[config.mk]
export PLATFORM = sky130hd
export DESIGN_NAME = wb_arbiter2
export DESIGN_NICKNAME = d
export VERILOG_FILES = /design/src/rtl/wb_arbiter2.sv
export SDC_FILE = /design/constraint.sdc
export NUM_CORES = 1
export LEC_CHECK = 0
export CELL_PAD_IN_SITES_DETAIL_PLACEMENT = 2
export CELL_PAD_IN_SITES_GLOBAL_PLACEMENT = 2
export CORE_MARGIN = 4
export CORE_UTILIZATION = 10
export CTS_CLUSTER_DIAMETER = 40
export DETAILED_ROUTE_END_ITERATION = 8
export GPL_TIMING_DRIVEN = 0
export PLACE_DENSITY_LB_ADDON = 0.1
export SETUP_SLACK_MARGIN = 0.02
export SLEW_MARGIN = 10
export SYNTH_ARGS = -nofsm -noshare
export SYNTH_HDL_FRONTEND = slang
export SYNTH_SLANG_ARGS = --single-unit
[constraint.sdc]
create_clock -name clock -period 2.9 [get_ports clock]
set_input_delay 0.725 -clock clock [delete_from_list [all_inputs] [get_ports clock]]
set_output_delay 0.725 -clock clock [all_outputs]
set_load 0.1 [all_outputs]
[src/rtl/wb_arbiter2.sv]
// wb_arbiter2: two-master / one-slave Wishbone arbiter.
// Master 0 is the core's instruction port and master 1 is its data port.
// The bus is granted per Wishbone cycle (cyc) with round-robin tie
// breaking. A granted cycle is never preempted. A per-transfer watchdog
// raises a one-cycle err pulse to the owner when the slave stalls.
module wb_arbiter2 #(
    parameter int AW      = 32,
    parameter int DW      = 32,
    parameter int TIMEOUT = 15
) (
    input  logic            clock,
    input  logic            reset,

    // master 0 (instruction port)
    input  logic [AW-1:0]   m0_addr,
    input  logic [DW-1:0]   m0_wdata,
    input  logic [DW/8-1:0] m0_sel,
    input  logic            m0_we,
    input  logic            m0_cyc,
    input  logic            m0_stb,
    output logic [DW-1:0]   m0_rdata,
    output logic            m0_ack,
    output logic            m0_err,

    // master 1 (data port)
    input  logic [AW-1:0]   m1_addr,
    input  logic [DW-1:0]   m1_wdata,
    input  logic [DW/8-1:0] m1_sel,
    input  logic            m1_we,
    input  logic            m1_cyc,
    input  logic            m1_stb,
    output logic [DW-1:0]   m1_rdata,
    output logic            m1_ack,
    output logic            m1_err,

    // shared slave
    output logic [AW-1:0]   s_addr,
    output logic [DW-1:0]   s_wdata,
    output logic [DW/8-1:0] s_sel,
    output logic            s_we,
    output logic            s_cyc,
    output logic            s_stb,
    input  logic [DW-1:0]   s_rdata,
    input  logic            s_ack
);

    // A zero TIMEOUT would give a zero-width counter; keep one bit and
    // disable the watchdog instead.
    localparam bit          WD_EN  = (TIMEOUT > 0);
    localparam int          CW     = WD_EN ? $clog2(TIMEOUT + 1) : 1;
    localparam logic [CW-1:0] TLIMIT = CW'(TIMEOUT);

    typedef enum logic [1:0] {
        IDLE = 2'd0,
        G0   = 2'd1,
        G1   = 2'd2
    } state_t;

    state_t          state_reg;
    logic            last_reg;      // most recently granted master
    logic [CW-1:0]   count_reg;     // cycles of unacknowledged stb
    logic            err0_reg;
    logic            err1_reg;

    logic            leave;         // grant state changes at the next edge

    // Detect whether the grant state will change at the next edge; the
    // watchdog must restart whenever ownership moves.
    always_comb begin
        leave = 1'b0;
        case (state_reg)
            IDLE:    leave = m0_cyc | m1_cyc;
            G0:      leave = ~m0_cyc;
            G1:      leave = ~m1_cyc;
            default: leave = 1'b1;
        endcase
    end

    // Route the owner's request to the slave; an idle bus drives all zeros.
    always_comb begin
        s_addr  = '0;
        s_wdata = '0;
        s_sel   = '0;
        s_we    = 1'b0;
        s_cyc   = 1'b0;
        s_stb   = 1'b0;
        case (state_reg)
            G0: begin
                s_addr  = m0_addr;
                s_wdata = m0_wdata;
                s_sel   = m0_sel;
                s_we    = m0_we;
                s_cyc   = m0_cyc;
                s_stb   = m0_stb;
            end
            G1: begin
                s_addr  = m1_addr;
                s_wdata = m1_wdata;
                s_sel   = m1_sel;
                s_we    = m1_we;
                s_cyc   = m1_cyc;
                s_stb   = m1_stb;
            end
            default: ;
        endcase
    end

    // Read data goes to both masters; only the owner ever sees ack.
    assign m0_rdata = s_rdata;
    assign m1_rdata = s_rdata;
    assign m0_ack   = s_ack & (state_reg == G0);
    assign m1_ack   = s_ack & (state_reg == G1);
    assign m0_err   = err0_reg;
    assign m1_err   = err1_reg;

    // Grant FSM, round-robin history and stall watchdog.
    always_ff @(posedge clock) begin
        if (!reset) begin
            state_reg <= IDLE;
            last_reg  <= 1'b1;          // master 0 wins the first tie
            count_reg <= '0;
            err0_reg  <= 1'b0;
            err1_reg  <= 1'b0;
        end else begin
            err0_reg <= 1'b0;
            err1_reg <= 1'b0;

            case (state_reg)
                IDLE: begin
                    if (m0_cyc && (!m1_cyc || last_reg)) begin
                        state_reg <= G0;
                        last_reg  <= 1'b0;
                    end else if (m1_cyc) begin
                        state_reg <= G1;
                        last_reg  <= 1'b1;
                    end
                end
                G0: begin
                    // Hand straight over to a waiting master: no idle bubble.
                    if (!m0_cyc) begin
                        if (m1_cyc) begin
                            state_reg <= G1;
                            last_reg  <= 1'b1;
                        end else begin
                            state_reg <= IDLE;
                        end
                    end
                end
                G1: begin
                    if (!m1_cyc) begin
                        if (m0_cyc) begin
                            state_reg <= G0;
                            last_reg  <= 1'b0;
                        end else begin
                            state_reg <= IDLE;
                        end
                    end
                end
                default: state_reg <= IDLE;
            endcase

            // The count only runs while the owner waits on an unacked strobe.
            // On expiry the grant is kept; the master decides to drop cyc.
            if (!WD_EN || leave || !(s_cyc && s_stb) || s_ack) begin
                count_reg <= '0;
            end else if (count_reg == TLIMIT) begin
                count_reg <= '0;
                err0_reg  <= (state_reg == G0);
                err1_reg  <= (state_reg == G1);
            end else begin
                count_reg <= count_reg + 1'b1;
            end
        end
    end

endmodule
## After elaboration in Yosys (flattened, before gate mapping)

Index checks and enable logic that the tools add are counted.

| storage, ports and cells | value |
|---|---|
| bits in registers | 9 |
| input port bits | 177 |
| output and inout port bits | 139 |
| word-level logic and storage cells | 53 |

| cells by class | value |
|---|---|
| add/subtract/negate cells | 1 |
| equal/unequal tests | 7 |
| multiplexer cells | 20 |
| bitwise gates (word level) | 7 |
| reduce and logical (&&, ||, !) cells | 13 |

Operators by type and width:

| operator | count |
|---|---|
| $pmux W32 S2 | 2 |
| $mux W2 | 5 |
| $pmux W4 S2 | 1 |
| $mux W1 | 6 |
| $ne A2 B2 Y1 const B | 3 |
| $pmux W1 S2 | 3 |
| $pmux W1 S3 | 2 |
| $pmux W2 S3 | 1 |
| $reduce_or A3 Y1 | 2 |
| $add A4 B1 Y4 const B | 1 |
| $eq A4 B4 Y1 const B | 1 |
| $not A1 Y1 | 4 |
| $reduce_and A4 Y1 | 1 |
| $logic_or A1 B1 Y1 | 3 |
| $ne A3 B3 Y1 const B | 1 |
| $reduce_and A3 Y1 | 1 |
| $reduce_bool A3 Y1 | 1 |
| $and A1 B1 Y1 | 2 |
| $eq A2 B1 Y1 const B | 1 |
| $eq A2 B2 Y1 const B | 1 |
| $logic_and A1 B1 Y1 | 2 |
| $logic_not A1 Y1 | 2 |
| $logic_not A2 Y1 | 1 |
| $or A1 B1 Y1 | 1 |

## Logic depth before layout (Yosys ltp)

| depth | value |
|---|---|
| word-level depth | 7 |
| mapped depth | 7 |
| gate-level depth less buffers | 6 |

## Worst setup path after synthesis

OpenSTA, ideal clock, no wires.

| path | value |
|---|---|
| kind | register to output |
| start point | register state_reg[0] |
| end point | output s_wdata[21] |
| arrival | 2,324 ps |
| required time | 2,175 ps |
| slack | -149 ps |
| cell stages (with the launch flop) | 8 |
| cells stage by stage | dfxtp_1 inv_1 ha_1 and2_1 clkbuf_1 buf_2 buf_1 a22o_1 |

| on the way | value |
|---|---|
| longest elaborated chain between the ends | 2 |

RTL lines:

| what | line | source |
|---|---|---|
| start, declared | 59 | `state_t state_reg;` |
| start signal, assigned | 119 | `state_reg <= IDLE;` |
| start signal, assigned | 131 | `state_reg <= G0;` |
| start signal, assigned | 134 | `state_reg <= G1;` |
| $eq A2 B2 Y1 or $eq A2 B1 Y1 (tied branches) | 87 | `case (state_reg)` |
| $pmux W32 S2 * | 87 |  |
| end, declared | 38 | `output logic [DW-1:0] s_wdata,` |

Every way passes the cells marked *; elsewhere a longest branch is shown, timed or not.

## Final worst setup path

| path | value |
|---|---|
| start point | register state_reg[1] |
| end point | output s_addr[26] |

| on the way | value |
|---|---|
| longest elaborated chain between the ends | 2 |

RTL lines:

| what | line | source |
|---|---|---|
| $eq A2 B2 Y1 or $eq A2 B1 Y1 (tied branches) | 87 |  |
| $pmux W32 S2 * | 87 |  |
| end, declared | 37 | `output logic [AW-1:0] s_addr,` |

Marks and branches as above.

==> impl_results.md <==
* Area Growth Syn to Fin at 196.0%
* Number of synthesized flops with an enable pin at 0
* Power Internal at 0.8955 mW
* RD Place Congestion at 0.8189
* Drc violations at 0
* Mapped Area at 1710 sq um
* Sequential share of power at 6.7%
* HP Class: reg2reg
* Most frequent cells after synthesis: a22o_1 (70), buf_4 (64), clkbuf_1 (11)
* Max-slew headroom at 33.26%
* Setup TNS at 0 ns
* Port bufs at 282
* Final layout net count at 684
* WS Path Type: reg2out
* Finished Core Util at 30.31%
* Pre-antenna DRT Iters at 4
* WL/cell at 20.20 um
* Setup violators final at 0
* Clk sinks at 9
* GRT Overall Usage at 14.14%
* Syn avg cell area at 7.918 sq um
* Max reg flops at 4
* FF-to-FF Start: state_reg[0]
* Worst-path clk slew at 0.04 ns
* Min Tclk post-route at 2.808 ns
* Die Ht at 138.8 um
* Max clock buf depth at 2
* Critical path peak fanout at 10
* Syn_nets at 398
* First-pass GRT wire length at 21.28 mm
* Antenna Cells at 0
* Clock Skew at 0.006660 ns
* Yosys warnings at 0
* Clock share of power at 11.3%
* Initial antenna violation count at 0
* Synth Flop Type: dfxtp_1
* Crit path from: state_reg[1]
* Max capacitance violation total at 0
* Die Span X at 138.8 um
* Worst slew pin tran at 0.9980 ns
* Cell breakdown of the critical path: inv_1 -> ha_4 -> and2_1 -> clkbuf_4 -> buf_2 -> a22o_1 -> buf_6
* Max Freq at 0.3561 GHz
* Sw power at 1.286 mW
* Final HPWL DP at 12.82 mm
* Hold Startpoint: count_reg[0]
* Initial Utilization at 10.24%
* Placement Rows at 47
* Die area at 19260 sq um
* Pin count of the biggest net entering global routing at 11
* Vias in the first global route at 3085
* Critical Path Sink Type: primary output
* Layout cells sized above 1 at 34.93%
* Share of the synthesized area in the top cell type at 35.84%
* CTS buffer count at 3
* Via count at 2794
* CTS tree: yes
* Antenna Nets Post-Route at 0
* Synth top area cells: a22o_1 (36%), buf_4 (28%), dfxtp_1 (11%), ha_1 (3.7%), clkbuf_1 (2.4%)
* Most frequent cell after synthesis: a22o_1
* Critical-path top delay cell: dfxtp_1
* Final Max Slew Viols at 0
* GRT overflow at 0
* CP Data Required Time at 2.17 ns
* Cell count after synthesis at 216
* Core Footprint at 16700 sq um
* Outcome: finished, final reports clean
* Async SR Flop Fraction at 0%
* Peak supply drop at 0.0002208 V
* Critical Path Source Type: register
* Drt via density at 3.875
* H-tree depth at 1
* Post-Route WL at 14.56 mm
* Register area share after synthesis at 10.53%
* Post-synthesis register bit count at 9
* Unique masters post-synth at 28
* CTS root buf: clkbuf_16
* CP peak stage delay at 0.38 ns
* Clk_lat worst skew at 0.24 ns
* Final Hold Viols at 0
* Net Sw Frac at 58.96%
* Leak at 2.162 nW
* Cell taking the most area after synthesis: a22o_1
* 1st-iter DRT viols at 84
* Boundary Pins at 316
* Pwr dens at 431.0 nW/um^2
* Combinational share of power at 82.1%
* RSZ-0062 raised after global routing: true
* Final period utilization at 96.82%
* Worst path arrival time at 2.08 ns
-- critical path: cells and delay by family, from the launching register on --
family	cells	cell delay [ns]
adders and majority gates	1	0.31
DFF	1	0.38
AOI/OAI and AO/OA	1	0.20
and+or+nand+nor	1	0.12
buffers and inverters	4	0.81
-- final cells by class --
| class | instances | area (sq um) |
|---|---|---|
| multi-input combinational | 117 | 987.2 |
| buffer | 81 | 586.8 |
| clock buffer | 4 | 78.83 |
| timing repair buffer | 282 | 2923 |
| fill | 1881 | 11640 |
| sequential | 9 | 181.4 |
| inverter | 8 | 30.03 |
| tap | 220 | 275.3 |
-- final timing paths --
check            endpoint  slack [ns]  cells past startpoint
min          count_reg[0]        0.49                      1
min reg2reg  count_reg[0]        0.49                      1
max            s_addr[26]        0.09                      7
max reg2reg  count_reg[1]        0.99                      7
-- stage by stage --
stage	instances	cell area (sq um)	power [mW]	setup WS, ns	hold slack (ns)
3_5_place_dp	718	4821	1.878	-1.206	0.4872
5_1_grt	721	5062	2.258	-0.02869	0.5363
2_1_floorplan	216	1723	1.356	0.05281	0.4531
3_3_place_gp	718	4821	1.866	-1.243	0.4654
4_1_cts	721	4808	2.135	0.001402	0.4957
6_report	721	5062	2.182	0.09211	0.4923
-- cells by family after synthesis --
kind of cell	synth area share, %
xor gates and xnor gates	0.5122
DFF	10.53
and+or+nand+nor	8.413
adders and majority gates	3.658
AOI/OAI and AO/OA	42.72
buffers and inverters	34.16
-- timing repair --
item,in CTS,in global routing
resized for setup,457,77
buffers inserted,0,0
hold buffers,0,0
endpoints found under the setup margin,73,67
-- power groups by stage --
stage	clock, mW	combinational [mW]	sequential, mW
2_1_floorplan	0	1.21	0.142
3_3_place_gp	0	1.72	0.144
3_5_place_dp	0	1.73	0.145
4_1_cts	0.253	1.74	0.143
5_1_grt	0.259	1.85	0.146
6_report	0.246	1.79	0.145
-- placed cells by master (no fill, tap or decap), types with 5 or more instances in the layout --
| cell | n |
|---|---|
| clkdlybuf4s50_1 | 209 |
| buf_4 | 75 |
| a22o_1 | 60 |
| buf_6 | 48 |
| a22o_2 | 10 |
| inv_1 | 8 |
| clkbuf_4 | 8 |
| dfxtp_1 | 8 |
| buf_8 | 6 |
| clkbuf_2 | 5 |
| buf_2 | 5 |
| nand2_1 | 5 |
| o21ai_0 | 5 |
| nor2_1 | 5 |
-- layer usage --
metal | up-vias | routed length [um] | GRT usage [%]
met1 | 1318 | 5282 | 15.23
met3 | 6 | 1072 | 3.862
li1 | 1308 | - | -
met2 | 162 | 8078 | 27.87
met4 | 0 | 127 | 2.008
met5 | - | 0 | 0
Note: power is estimated with default switching activity, not from simulation.
